## src/rtl/sram_port_arbiter.sv

```systemverilog
// sram_port_arbiter: shares one SRAM between fetch and memory stages with wait states and freeze.
// Optional ARB_PERF_CNT_EN adds per-requester saturating wait-cycle counters.
module sram_port_arbiter #(
    parameter int ADDR_W      = 32,
    parameter int DATA_W      = 32,
    parameter int WAIT_CYCLES = 3
) (
    input  logic              clk,
    input  logic              rst,
    input  logic              if_req,
    input  logic [ADDR_W-1:0] if_addr,
    output logic [DATA_W-1:0] if_rdata,
    output logic              if_ready,
    input  logic              mem_req,
    input  logic              mem_we,
    input  logic [ADDR_W-1:0] mem_addr,
    input  logic [DATA_W-1:0] mem_wdata,
    output logic [DATA_W-1:0] mem_rdata,
    output logic              mem_ready,
    output logic              freeze,
`ifdef ARB_PERF_CNT_EN
    output logic [15:0]       if_wait_cnt,
    output logic [15:0]       mem_wait_cnt,
`endif
    output logic [ADDR_W-1:0] sram_addr,
    output logic [DATA_W-1:0] sram_wdata,
    input  logic [DATA_W-1:0] sram_rdata,
    output logic              sram_ce_n,
    output logic              sram_oe_n,
    output logic              sram_we_n
);
    typedef enum logic [1:0] {IDLE, ACCESS, DONE} state_t;
    state_t state, state_nxt;
    logic [3:0] cnt;
    logic gnt_mem, we_l;
    logic [ADDR_W-1:0] addr_l;
    logic [DATA_W-1:0] wdata_l;
    always_comb begin
        state_nxt = (state == IDLE)   ? ((mem_req | if_req) ? ACCESS : IDLE) :
                    (state == ACCESS) ? ((cnt == 4'd0) ? DONE : ACCESS) : IDLE;
    end
    always_ff @(posedge clk or negedge rst) begin
        if (!rst) begin
            state     <= IDLE;
            cnt       <= '0;
            gnt_mem   <= 1'b0;
            we_l      <= 1'b0;
            addr_l    <= '0;
            wdata_l   <= '0;
            if_rdata  <= '0;
            mem_rdata <= '0;
        end else begin
            state <= state_nxt;
            // mem wins ties: it carries the older instruction
            if (state == IDLE && (mem_req | if_req)) begin
                gnt_mem <= mem_req;
                we_l    <= mem_req & mem_we;
                addr_l  <= mem_req ? mem_addr : if_addr;
                cnt     <= 4'(WAIT_CYCLES - 1);
                if (mem_req) wdata_l <= mem_wdata;
            end
            if (state == ACCESS) begin
                cnt <= cnt - 4'd1;
                if (cnt == 4'd0 && !we_l && gnt_mem) mem_rdata <= sram_rdata;
                if (cnt == 4'd0 && !we_l && !gnt_mem) if_rdata <= sram_rdata;
            end
        end
    end
    assign if_ready   = (state == DONE) & ~gnt_mem;
    assign mem_ready  = (state == DONE) & gnt_mem;
    assign freeze     = (if_req & ~if_ready) | (mem_req & ~mem_ready);
    assign sram_ce_n  = ~(state == ACCESS);
    assign sram_oe_n  = ~((state == ACCESS) & ~we_l);
    assign sram_we_n  = ~((state == ACCESS) & we_l);
    assign sram_addr  = addr_l;
    assign sram_wdata = wdata_l;
`ifdef ARB_PERF_CNT_EN
    always_ff @(posedge clk or negedge rst) begin
        if (!rst) begin
            if_wait_cnt  <= '0;
            mem_wait_cnt <= '0;
        end else begin
            if (if_req && !if_ready && if_wait_cnt != 16'hFFFF) if_wait_cnt <= if_wait_cnt + 16'd1;
            if (mem_req && !mem_ready && mem_wait_cnt != 16'hFFFF) mem_wait_cnt <= mem_wait_cnt + 16'd1;
        end
    end
`endif
endmodule

```

## config.mk

```make
export PLATFORM = sky130hd
export DESIGN_NAME = sram_port_arbiter
export DESIGN_NICKNAME = d
export VERILOG_FILES = /design/src/rtl/sram_port_arbiter.sv
export SDC_FILE = /design/constraint.sdc
export NUM_CORES = 1
export LEC_CHECK = 0
export ABC_AREA = 0
export BUFFER_PORTS_ARGS = -buffer_cell sky130_fd_sc_hd__buf_4
export CAP_MARGIN = 20
export CELL_PAD_IN_SITES_DETAIL_PLACEMENT = 1
export CELL_PAD_IN_SITES_GLOBAL_PLACEMENT = 2
export CORE_MARGIN = 2
export CORE_UTILIZATION = 31
export CTS_BUF_LIST = sky130_fd_sc_hd__clkbuf_4 sky130_fd_sc_hd__clkbuf_8
export DETAILED_ROUTE_END_ITERATION = 10
export PLACE_DENSITY = 0.87
export REMOVE_ABC_BUFFERS = 1
export SLEW_MARGIN = 30
export SYNTH_ARGS = -nofsm -noshare
export SYNTH_HDL_FRONTEND = slang
export SYNTH_SLANG_ARGS = --single-unit
```

## constraint.sdc

```tcl
create_clock -name clk -period 3.05 [get_ports clk]
set_clock_uncertainty 0.2 [all_clocks]
set_input_delay 0 -clock clk [delete_from_list [all_inputs] [get_ports clk]]
set_output_delay 0 -clock clk [all_outputs]
set_load 0.01 [all_outputs]
```

**After elaboration in Yosys (flattened, before gate mapping)**

Cells that the tools add are included.

- Input port bits: 133
- Output and inout bits: 134
- Word-level logic and storage cells: 46
- Register bits: 136

- Multiplexer cells: 7
- Bitwise logic cells: 16
- Add/sub/neg operators: 1
- Equality and inequality tests: 2
- Reduce and logical (&&, ||, !) cells: 12

Operators by type and width:

| kind | number |
|---|---|
| two-way mux 32 bit | 1 |
| two-way mux 4 bit | 2 |
| AND 1 bit | 7 |
| NOT 1 bit | 7 |
| two-way mux 2 bit | 3 |
| AND reduction 2 bit | 3 |
| logical AND 1 bit | 4 |
| zero test 4 bit | 1 |
| subtractor 4 x 1 -> 4 bit (second input constant) | 1 |
| == test 2 x 1 -> 1 bit (second input constant) | 1 |
| == test 2 bit (second input constant) | 1 |
| zero test 1 bit | 2 |
| zero test 2 bit | 1 |
| bitwise OR 1 bit | 2 |
| nonzero test 2 bit | 1 |
| two-way mux 1 bit | 1 |

**Longest topological paths before layout**

- Word-level depth: 5
- Mapped depth: 7
- Mapped depth without buffers: 5

**Worst setup path after synthesis**

Ideal clock, no wire load.

- Kind: reg-to-reg
- Start point: reg cnt[0]
- End point: reg if_rdata[10]
- Setup time: 0.125 ns
- Path slack: 0.691 ns
- Required time: 2.725 ns
- Period minus slack after synthesis: 2.359 ns
- Buffers on the path: 2
- Arrival time: 2.034 ns
- Cell stages (with the launch flop): 8
- Cell sequence: dfrtp_1 inv_1 ha_1 or3b_2 or4_1 buf_6 buf_12 mux2_4

- Word-level cells in the longest chain between the ends: 4

Ends and longest elaborated chain:

| item | line | source |
|---|---|---|
| start: declaration | 34 | `logic [3:0] cnt;` |
| start signal: assignment | 59 | `cnt <= 4'(WAIT_CYCLES - 1);` |
| start signal: assignment | 63 | `cnt <= cnt - 4'd1;` |
| zero test 4 bit | 65 | `if (cnt == 4'd0 && !we_l && !gnt_mem) if_rdata <= sram_rdata;` |
| logical AND 1 bit (2 in a row) | 65 |  |
| AND reduction 2 bit (no line) | n/a |  |
| end signal: assignment | 65 |  |
| end: declaration | 12 | `output logic [DATA_W-1:0] if_rdata,` |

No other way between the ends.
A chain may end at the register's enable or synchronous reset.

**Final worst setup path**

- Start point: reg cnt[0]
- End point: reg if_rdata[22]

Same word-level chain as after synthesis.

==> flow_metrics.py <==
metrics = {
    "synthesis": {
        "synth_top_flop_cell": "dfrtp_1",
        "synth_area_leader_cell": "dfrtp_1",
        "synth_edf_count": 0,
        "ys_ff_latch": 136,
        "syn_inst": 351,
        "synth_area_sq_um": 5680,
        "netlist.area_leader.share": 0.599,
        "syn_avg_cell_area_sq_um": 16.2,
        "synth_area_leaders": "dfrtp_1 60%, mux2_2 26%, mux2_4 7.9%",
        "synthArstFlopShare": 1.00,
        "yosysSeqAreaShare": 0.599,
        "netlist-cell-type-count": 30,
        "yosys_warnings": 0,
    },
    "clock_tree": {
        "clk_latency_ns": 0.44,
        "numCtsBuffers": 17,
        "post_cts_buffers": 0,
        "cts_tree": "built",
        "clk_pin_slew_ns": 0.08,
        "htree_levels": 4,
        "ctsHoldBuffers": 134,
        "cts_sinks": 136,
        "cts_resized": 0,
        "root_buffer": "clkbuf_8",
        "clk_path_buf_depth": 2,
    },
    "placement": {
        "io_buffers": 266,
        "dp_hpwl_mm": 11.3,
        "place.gp.congestion": 0.766,
        "place_worst_setup_slack_ns": 0.333,
    },
    "worst_setup_path": {
        "slowest_stage": "or4_2",
        "crit_buf_inv": 2,
        "path_cells": "inv_1 -> ha_1 -> or3b_2 -> or4_2 -> buf_4 -> mux2_4",
        "required_ns": 3.16,
        "path_max_fanout": 32,
        "cpPeakStageDelay_ns": 0.57,
        "arrival_ns": 2.89,
        "crit_type": "flip-flop to flip-flop",
        "cp_top_family": "simple AND/OR/NAND/NOR gates",
        "end_kind": "flip-flop",
        "start_kind": "flip-flop",
    },
    "timing": {
        "layout_min_cycle_time_ns": 2.78,
        "rsz0062_at_grt": "no",
        "post-route-period-util": 0.910,
        "finalSetupViolations": 0,
        "max_freq_ghz": 0.360,
        "worstMarginPinSlew_ns": 0.585,
        "setup-tns-final_ns": 0,
        "relSlewSlack": 0.610,
        "setup_slack_ns": 0.274,
        "hold_viol": 0,
        "report.final.slew_viol_count": 0,
        "hold_ws_ns": 0.0951,
    },
    "layout": {
        "layout_commonest_cell": "buf_4",
        "finish.net_count": 893,
        "final_util": 0.538,
        "fillers": 1772,
        "final_cell_mix": "271 x buf_4, 136 x dfrtp_1, 133 x dlygate4sd3_1",
        "multi_input_area_sq_um": 2140,
        "drive_above_1_share": 0.610,
        "areaGrowthSynthToFinish_pct": 70.1,
        "regArea_sq_um": 3400,
    },
    "floorplanning": {
        "num_rows": 49,
        "die_w_microns": 139,
        "die_h_microns": 139,
        "core_area_sq_um": 18000,
        "start_util": 0.316,
        "num_io_pins": 267,
        "fp.dieArea_sq_um": 19400,
    },
    "global_route": {
        "grt_pass1_wl_mm": 29.1,
        "grt_overflow_total": 0,
        "antenna_found_initial": 1,
        "grt_pass1_vias": 5365,
        "grt_max_degree": 72,
        "track_usage": 0.192,
    },
    "hold_path": {
        "hold_class": "input port to flip-flop",
    },
    "detailed_routing": {
        "drtPass1Iterations": 4,
        "wl_mm": 18.6,
        "wl_per_cell_microns": 18.6,
        "ant_nets": 0,
        "vias_per_cell": 4.53,
        "drc": 0,
        "drt-initial-drc-count": 76,
        "dr_total_vias": 4538,
    },
    "pwr": {
        "p_per_area_nw_per_um2": 921,
        "irDropWorstVdd_uv": 449,
        "p_total_mw": 8.91,
        "p_leak_nw": 4.60,
    },
    "outcome": {
        "status": "complete, no violations",
    },
    "flow_run": {
        "max_cap_violations": 0,
    },
}
## report_power, final
group | switching [mW] | internal, mW
clock network | 0.713 | 0.812
logic | 1.65 | 2.42
registers | 0.578 | 2.74
## final cells by class
type,count,share of cell area
clock buffers,21,0.0299
diodes,1,0.000259
well taps,229,0.0296
inverters,5,0.00194
flip-flops and latches,136,0.352
clock inverters,11,0.0126
repair buffers,406,0.352
multi-input cells,192,0.222
## worst reg2reg max path: cells and delay by family, from the launching register on
| kind | cells | cell delay [ns] |
|---|---|---|
| flops | 1 | 0.40 |
| simple gates | 2 | 1.02 |
| buf+inv | 2 | 0.44 |
| fa+ha+maj | 1 | 0.17 |
| mux | 1 | 0.41 |
## cells in the mapped netlist, drive strengths merged (2+ instances only)
master	n
ha	2
dfrtp	136
o21ai	3
nand2	4
mux2	160
nor2	4
nor3	2
clkbuf	7
o22ai	2
nor3b	2
inv	5
buf	11
## state kept, by name (all words and copies together), names as in the netlist
register	cells
if_rdata	32
cnt	4
gnt_mem	1
sram_wdata	32
sram_addr	32
we_l	1
state	2
mem_rdata	32
## final timing paths
kind                                    start             end  slack [ns]  cells after the start
worst max-delay path                   cnt[0]    if_rdata[22]        0.27                      6
worst min-delay path                  mem_req          cnt[2]         0.1                      4
worst max register to register         cnt[0]    if_rdata[22]        0.27                      6
worst min register to register  mem_rdata[18]   mem_rdata[18]        0.31                      1
max in group asynchronous                 rst   sram_wdata[8]        1.68                      4
min in group asynchronous                 rst  sram_wdata[25]        0.53                      4
## metal layers
metal | share of wire | global-route usage | up-vias | wire length (microns)
met2 | 0.54 | 0.358 | 182 | 10100
met3 | 0.066 | 0.0575 | 33 | 1220
met5 | 0 | 0 | - | 0
li1 | - | - | 2059 | -
met1 | 0.37 | 0.204 | 2264 | 6900
met4 | 0.024 | 0.0712 | 0 | 444
## through the flow
stage	instance area, sq um	std cells
3_3_place_gp	7900	834
6_report	9670	1001
5_1_grt	9670	1001
3_5_place_dp	7900	834
4_1_cts	9670	1000
2_1_floorplan	5550	333
## cell families (layout without fill, tap and decap cells)
kind of cell               Yosys count  count (layout)  share of synthesized area
buffers and inverters               23             443                     0.0271
muxes                              160             160                      0.337
adders and majority gates            2               2                    0.00440
and+or+nand+nor                     19              19                     0.0194
xor gates and xnor gates             2               2                    0.00308
other                                0               1                          0
AOI/OAI and AO/OA                    9               9                     0.0103
DFF                                136             136                      0.599
Note: power is estimated with default switching activity, not from simulation.
